`config.mk`:
```
export PLATFORM = sky130hd
export DESIGN_NAME = opt_check_sequencer
export DESIGN_NICKNAME = d
export VERILOG_FILES = /design/src/rtl/opt_seq_pkg.sv /design/src/rtl/opt_seq_settle_cnt.sv /design/src/rtl/opt_check_sequencer.sv
export SDC_FILE = /design/constraint.sdc
export NUM_CORES = 1
export LEC_CHECK = 0
export CORE_MARGIN = 1.5
export CORE_UTILIZATION = 51
export CTS_CLUSTER_DIAMETER = 60
export DETAILED_ROUTE_END_ITERATION = 6
export MAX_ROUTING_LAYER = met4
export PLACE_DENSITY = 0.8
export SYNTH_ARGS = -nofsm -noshare
export SYNTH_HDL_FRONTEND = slang
export SYNTH_SLANG_ARGS = --single-unit
```
`constraint.sdc`:
```
create_clock -name clk -period 2.4 [get_ports clk]
set_input_delay 0.36 -clock clk [delete_from_list [all_inputs] [get_ports clk]]
set_output_delay 0.36 -clock clk [all_outputs]
set_load 0.05 [all_outputs]
```
`src/rtl/opt_seq_pkg.sv`:
```
// Shared types and constants for the opt_check sweep sequencer.
// Build option OPT_SEQ_STOP_ON_FAIL_EN (used by opt_check_sequencer) ends a sweep on its first mismatch.
package opt_seq_pkg;

  typedef enum logic [1:0] {
    IDLE  = 2'd0,
    DRIVE = 2'd1,
    DONE  = 2'd2
  } state_t;

  localparam logic [3:0] TRUTH_OR  = 4'b1110;
  localparam logic [3:0] TRUTH_AND = 4'b1000;

endpackage

```
`src/rtl/opt_seq_settle_cnt.sv`:
```
// Hold-time counter: counts 0..SETTLE-1 while enabled and flags the last hold cycle.
module opt_seq_settle_cnt #(
  parameter int SETTLE = 2
) (
  input  logic clk,
  input  logic reset_n,
  input  logic i_clr,
  input  logic i_en,
  output logic o_tc
);

  localparam int CW = (SETTLE > 1) ? $clog2(SETTLE) : 1;
  localparam logic [CW-1:0] LAST = CW'(SETTLE - 1);

  logic [CW-1:0] r_cnt;

  // Count while enabled; wrap at the terminal count so each vector gets a fresh hold window
  always_ff @(posedge clk or negedge reset_n) begin
    if (!reset_n) begin
      r_cnt <= {CW{1'b0}};
    end else if (i_clr) begin
      r_cnt <= {CW{1'b0}};
    end else if (i_en) begin
      if (r_cnt == LAST) begin
        r_cnt <= {CW{1'b0}};
      end else begin
        r_cnt <= r_cnt + {{(CW-1){1'b0}}, 1'b1};
      end
    end else begin
      r_cnt <= r_cnt;
    end
  end

  assign o_tc = (r_cnt == LAST);

endmodule

```
`src/rtl/opt_check_sequencer.sv`:
```
// Sweeps every input vector through a combinational cell, compares against TRUTH and reports results.
// Define OPT_SEQ_STOP_ON_FAIL_EN to end the sweep at the first mismatch.
module opt_check_sequencer
  import opt_seq_pkg::*;
#(
  parameter int                  N_IN   = 2,
  parameter int                  SETTLE = 2,
  parameter logic [2**N_IN-1:0]  TRUTH  = TRUTH_OR
) (
  input  logic            clk,
  input  logic            reset_n,
  input  logic            start,
  input  logic            y_i,
  output logic [N_IN-1:0] vec_o,
  output logic            busy,
  output logic            done,
  output logic            pass,
  output logic [N_IN:0]   err_cnt,
  output logic            fail_seen,
  output logic [N_IN-1:0] fail_vec
);

  localparam logic [N_IN-1:0] LAST_VEC = {N_IN{1'b1}};

  state_t          r_state, w_state_nxt;
  logic [N_IN-1:0] r_vec, w_vec_nxt;
  logic [N_IN:0]   r_err, w_err_nxt;
  logic            r_fseen, w_fseen_nxt;
  logic [N_IN-1:0] r_fvec, w_fvec_nxt;
  logic            r_pass, w_pass_nxt;
  logic            r_busy, r_done;
  logic            w_tc, w_mis, w_end;

  opt_seq_settle_cnt #(.SETTLE(SETTLE)) u_settle (
    .clk     (clk),
    .reset_n (reset_n),
    .i_clr   (r_state != DRIVE),
    .i_en    (r_state == DRIVE),
    .o_tc    (w_tc)
  );

  // Next-state and result update; results only change on a start or a sample edge
  always_comb begin
    w_state_nxt = r_state;
    w_vec_nxt   = r_vec;
    w_err_nxt   = r_err;
    w_fseen_nxt = r_fseen;
    w_fvec_nxt  = r_fvec;
    w_pass_nxt  = r_pass;
    w_mis       = 1'b0;
    w_end       = 1'b0;
    case (r_state)
      IDLE: begin
        if (start) begin
          w_state_nxt = DRIVE;
          w_vec_nxt   = {N_IN{1'b0}};
          w_err_nxt   = {(N_IN+1){1'b0}};
          w_fseen_nxt = 1'b0;
          w_fvec_nxt  = {N_IN{1'b0}};
          w_pass_nxt  = 1'b0;
        end else begin
          w_vec_nxt = {N_IN{1'b0}};
        end
      end
      DRIVE: begin
        if (w_tc) begin
          w_mis = (y_i != TRUTH[r_vec]);
          if (w_mis) begin
            w_err_nxt = r_err + {{N_IN{1'b0}}, 1'b1};
            if (!r_fseen) begin
              w_fseen_nxt = 1'b1;
              w_fvec_nxt  = r_vec;
            end else begin
              w_fvec_nxt  = r_fvec;
            end
          end else begin
            w_err_nxt = r_err;
          end
`ifdef OPT_SEQ_STOP_ON_FAIL_EN
          w_end = w_mis || (r_vec == LAST_VEC);
`else
          w_end = (r_vec == LAST_VEC);
`endif
          if (w_end) begin
            w_state_nxt = DONE;
            w_pass_nxt  = (w_err_nxt == {(N_IN+1){1'b0}});
          end else begin
            w_vec_nxt = r_vec + {{(N_IN-1){1'b0}}, 1'b1};
          end
        end else begin
          w_state_nxt = DRIVE;
        end
      end
      DONE: begin
        // vec_o stays frozen through the DONE cycle, then returns to 0 in IDLE
        w_state_nxt = IDLE;
        w_vec_nxt   = {N_IN{1'b0}};
      end
      default: begin
        w_state_nxt = IDLE;
        w_vec_nxt   = {N_IN{1'b0}};
      end
    endcase
  end

  // State, vector and result registers; busy/done are registered from the next state
  always_ff @(posedge clk or negedge reset_n) begin
    if (!reset_n) begin
      r_state <= IDLE;
      r_vec   <= {N_IN{1'b0}};
      r_err   <= {(N_IN+1){1'b0}};
      r_fseen <= 1'b0;
      r_fvec  <= {N_IN{1'b0}};
      r_pass  <= 1'b0;
      r_busy  <= 1'b0;
      r_done  <= 1'b0;
    end else begin
      r_state <= w_state_nxt;
      r_vec   <= w_vec_nxt;
      r_err   <= w_err_nxt;
      r_fseen <= w_fseen_nxt;
      r_fvec  <= w_fvec_nxt;
      r_pass  <= w_pass_nxt;
      r_busy  <= (w_state_nxt == DRIVE);
      r_done  <= (w_state_nxt == DONE);
    end
  end

  assign vec_o     = r_vec;
  assign busy      = r_busy;
  assign done      = r_done;
  assign pass      = r_pass;
  assign err_cnt   = r_err;
  assign fail_seen = r_fseen;
  assign fail_vec  = r_fvec;

endmodule

```
==> metrics.csv <==
stage;metric;value;unit
run_status;outcome;completed;
global_routing;grt_max_degree;15;
critical_path;critical_path.top_delay_family;buffers and inverters;
placement;dp_hpwl;906;um
sta;setup_viol;0;
yosys;yosysMostFrequentCell;dfrtp_1;
placement;post_dp_cell_area;847;um^2
yosys;ys_types;24;
floorplanning;die_area;0.00160;mm^2
routing;drt-wirelength-per-cell;12.2;um
sta;tightest_slew;0.606;ns
critical_path;critPathKind;reg -> out;
global_routing;met3_usage;0.0500;
sta;drv_slew;0;
global_routing;globalRouteMet1Util;0.207;
floorplanning;core_area;0.00128;mm^2
sta;fmax;517;MHz
clock_network;clock_sinks;14;
clock_network;cts_tree;done;
clock_network;cts_buffers;3;
critical_path;slowest_delay;0.84;ns
sta;grt_setup_unrepaired;no;
critical_path;arrival;1.57;ns
yosys;yosysTopAreaCell;dfrtp_1;
final_layout;fin_util;0.687;
yosys;yosysTopAreaCellShare;0.501;
power;p_leak;0.414;nW
clock_network;cts_hold_buf;0;
sta;worst_slack;0.467;ns
yosys;synth-seq-cells;14;
clock_network;h-tree-depth;1;
routing;drcViolationCount;0;
clock_network;ctsResizeCount;0;
yosys;synthTopCellsByCount;dfrtp_1 (14), nand2_1 (8), nand3_1 (5);
yosys;ys_async_sr_fraction;1.00;
global_routing;grt_pass1_wl;1790;um
final_layout;fill_cells;114;
global_routing;grt_use_total;0.188;
yosys;synth.yosys.seq_area_share;0.501;
yosys;synthCells;65;
floorplanning;start_util;0.544;
final_layout;fin_cells;97;
sta;fin_crit;1.93;ns
sta;relSlewSlack;0.595;
clock_network;cts_setup_buffers;0;
global_routing;met2_usage;0.306;
global_routing;antenna_found_initial;0;
final_layout;multi_input_area;323;um^2
sta;final_hold_viol_count;0;
power;pwr_density_cell;1450;mW/mm^2
placement;dp.cells;93;
placement;pre_cts_slack;0.649;ns
routing;drt_pass1_iterations;3;
sta;fin_worst_skew;0.00397;ns
global_routing;overflow;0;
final_layout;drive_gt1_frac;0.110;
final_layout;syn_to_final_growth;26.3;%
sta;period_share;0.805;
floorplanning;rows;13;
yosys;synthesis.area;699;um^2
critical_path;path_max_fanout;6;
global_routing;grt_pass1_vias;428;
yosys;avgSynthCellArea;10.8;um^2
sta;tns;0;ns
final_layout;design_area;883;um^2
yosys;synthFlopType;dfrtp_1;
routing;viasPerCell;5.01;
yosys;synthTopCellsByArea;dfrtp_1 (50%), ha_1 (7.2%), nand2_1 (4.3%);
final_layout;antennaDiodeCount;0;
floorplanning;die_width;40.0;um
power;peakVddDrop;706;uV
placement;port_buffers;14;
yosys;syn_nets;73;
critical_path;slowest_stage;clkdlybuf4s50_1;
clock_network;cts_root_buf;clkbuf_4;
clock_network;clock_latency;0.28;ns
clock_network;clk_pin_slew;0.09;ns
clock_network;clockBufferDepth;2;
floorplanning;ios;15;
critical_path;crit_buf_inv;1;
worst_hold_path;holdCritPathClass;in -> async;
critical_path;cp.required;2.04;ns
critical_path;crit_path_end_kind;primary output;
critical_path;path_cells;clkdlybuf4s50_1;
placement;place_congestion;0.773;
final_layout;seqCellArea;350;um^2
yosys;synth_enable_flop_cells;0;
global_routing;top_usage_layer;met2;
routing;ant_nets;0;
final_layout;nNetsFinal;91;
run;maxCapViolCount;0;
routing;route.vias.total;486;
routing;drt_iter0_drc;2;
floorplanning;die_y;40.0;um
critical_path;crit_path_start_kind;register;
yosys;yosysWarnings;0;
routing;wirelength;1190;um
==> report_power, final <==
part | total, mW | internal [mW] | switching (mW)
registers | 0.414 | 0.320 | 0.0935
logic | 0.695 | 0.260 | 0.435
clock network | 0.170 | 0.0923 | 0.0774
==> per-stage QoR <==
step / hold slack, ns / total power [mW]
detailed placement: 0.505 / 1.12
floorplan: 0.0644 / 0.918
global route: 0.510 / 1.36
finish: 0.456 / 1.28
CTS: 0.485 / 1.29
global placement: 0.498 / 1.10
==> final timing paths <==
kind / slack [ns] / to / start / cells after the start
hold / removal: 0.46 / err_cnt[0] / reset_n / 1
max in group asynchronous: 1.55 / err_cnt[2] / reset_n / 1
min in group clk: 0.52 / r_state[0] / r_state[1] / 1
setup / recovery: 0.47 / vec_o[0] / vec_o[0] / 1
hold reg to reg: 0.52 / r_state[0] / r_state[1] / 1
setup reg to reg: 0.73 / fail_vec[1] / vec_o[0] / 6
==> metal layers <==
layer,vias up,part of all wire
met4,0,0.010
met2,10,0.49
met5,-,0
met3,2,0.047
li1,250,-
met1,224,0.45
==> final cells by class <==
cell class / instances / share of cell area
Clock buffer: 4 / 0.0411
Inverter: 4 / 0.0170
Multi-Input combinational cell: 46 / 0.365
Sequential cell: 14 / 0.397
Tap cell: 15 / 0.0212
Timing Repair Buffer: 14 / 0.159
==> registers in the layout, summed over array words and instances (netlist names) <==
| register | count |
|---|---|
| err_cnt | 3 |
| fail_vec | 2 |
| r_state | 2 |
| vec_o | 2 |
| busy | 1 |
| done | 1 |
| fail_seen | 1 |
| pass | 1 |
| u_settle.o_tc | 1 |
==> kinds of logic (layout without fill, tap and decap cells) <==
logic type,count (synthesis),in the layout,synth area share
xor gates and xnor gates,3,3,0.0483
buffers and inverters,5,22,0.0376
AOI/OAI and AO/OA,10,10,0.102
adders and majority gates,4,4,0.0716
muxes,2,2,0.0286
and+or+nand+nor,27,27,0.211
DFF,14,14,0.501
==> placed cells by master (no fill, tap or decap), drive strengths merged <==
| master | instances |
|---|---|
| or2b | 1 |
| ha | 4 |
| inv | 4 |
| a41o | 1 |
| nand3 | 6 |
| a21boi | 1 |
| and2b | 1 |
| and3 | 1 |
| nand2b | 1 |
| xor2 | 1 |
| nand2 | 8 |
| dfrtp | 14 |
| xnor2 | 2 |
| clkdlybuf4s50 | 14 |
| nor2b | 4 |
| o31ai | 1 |
| mux2i | 2 |
| a21oi | 4 |
| nor2 | 4 |
| clkbuf | 4 |
| or2 | 1 |
| o21ai | 3 |
(Power assumes the default switching activity.)
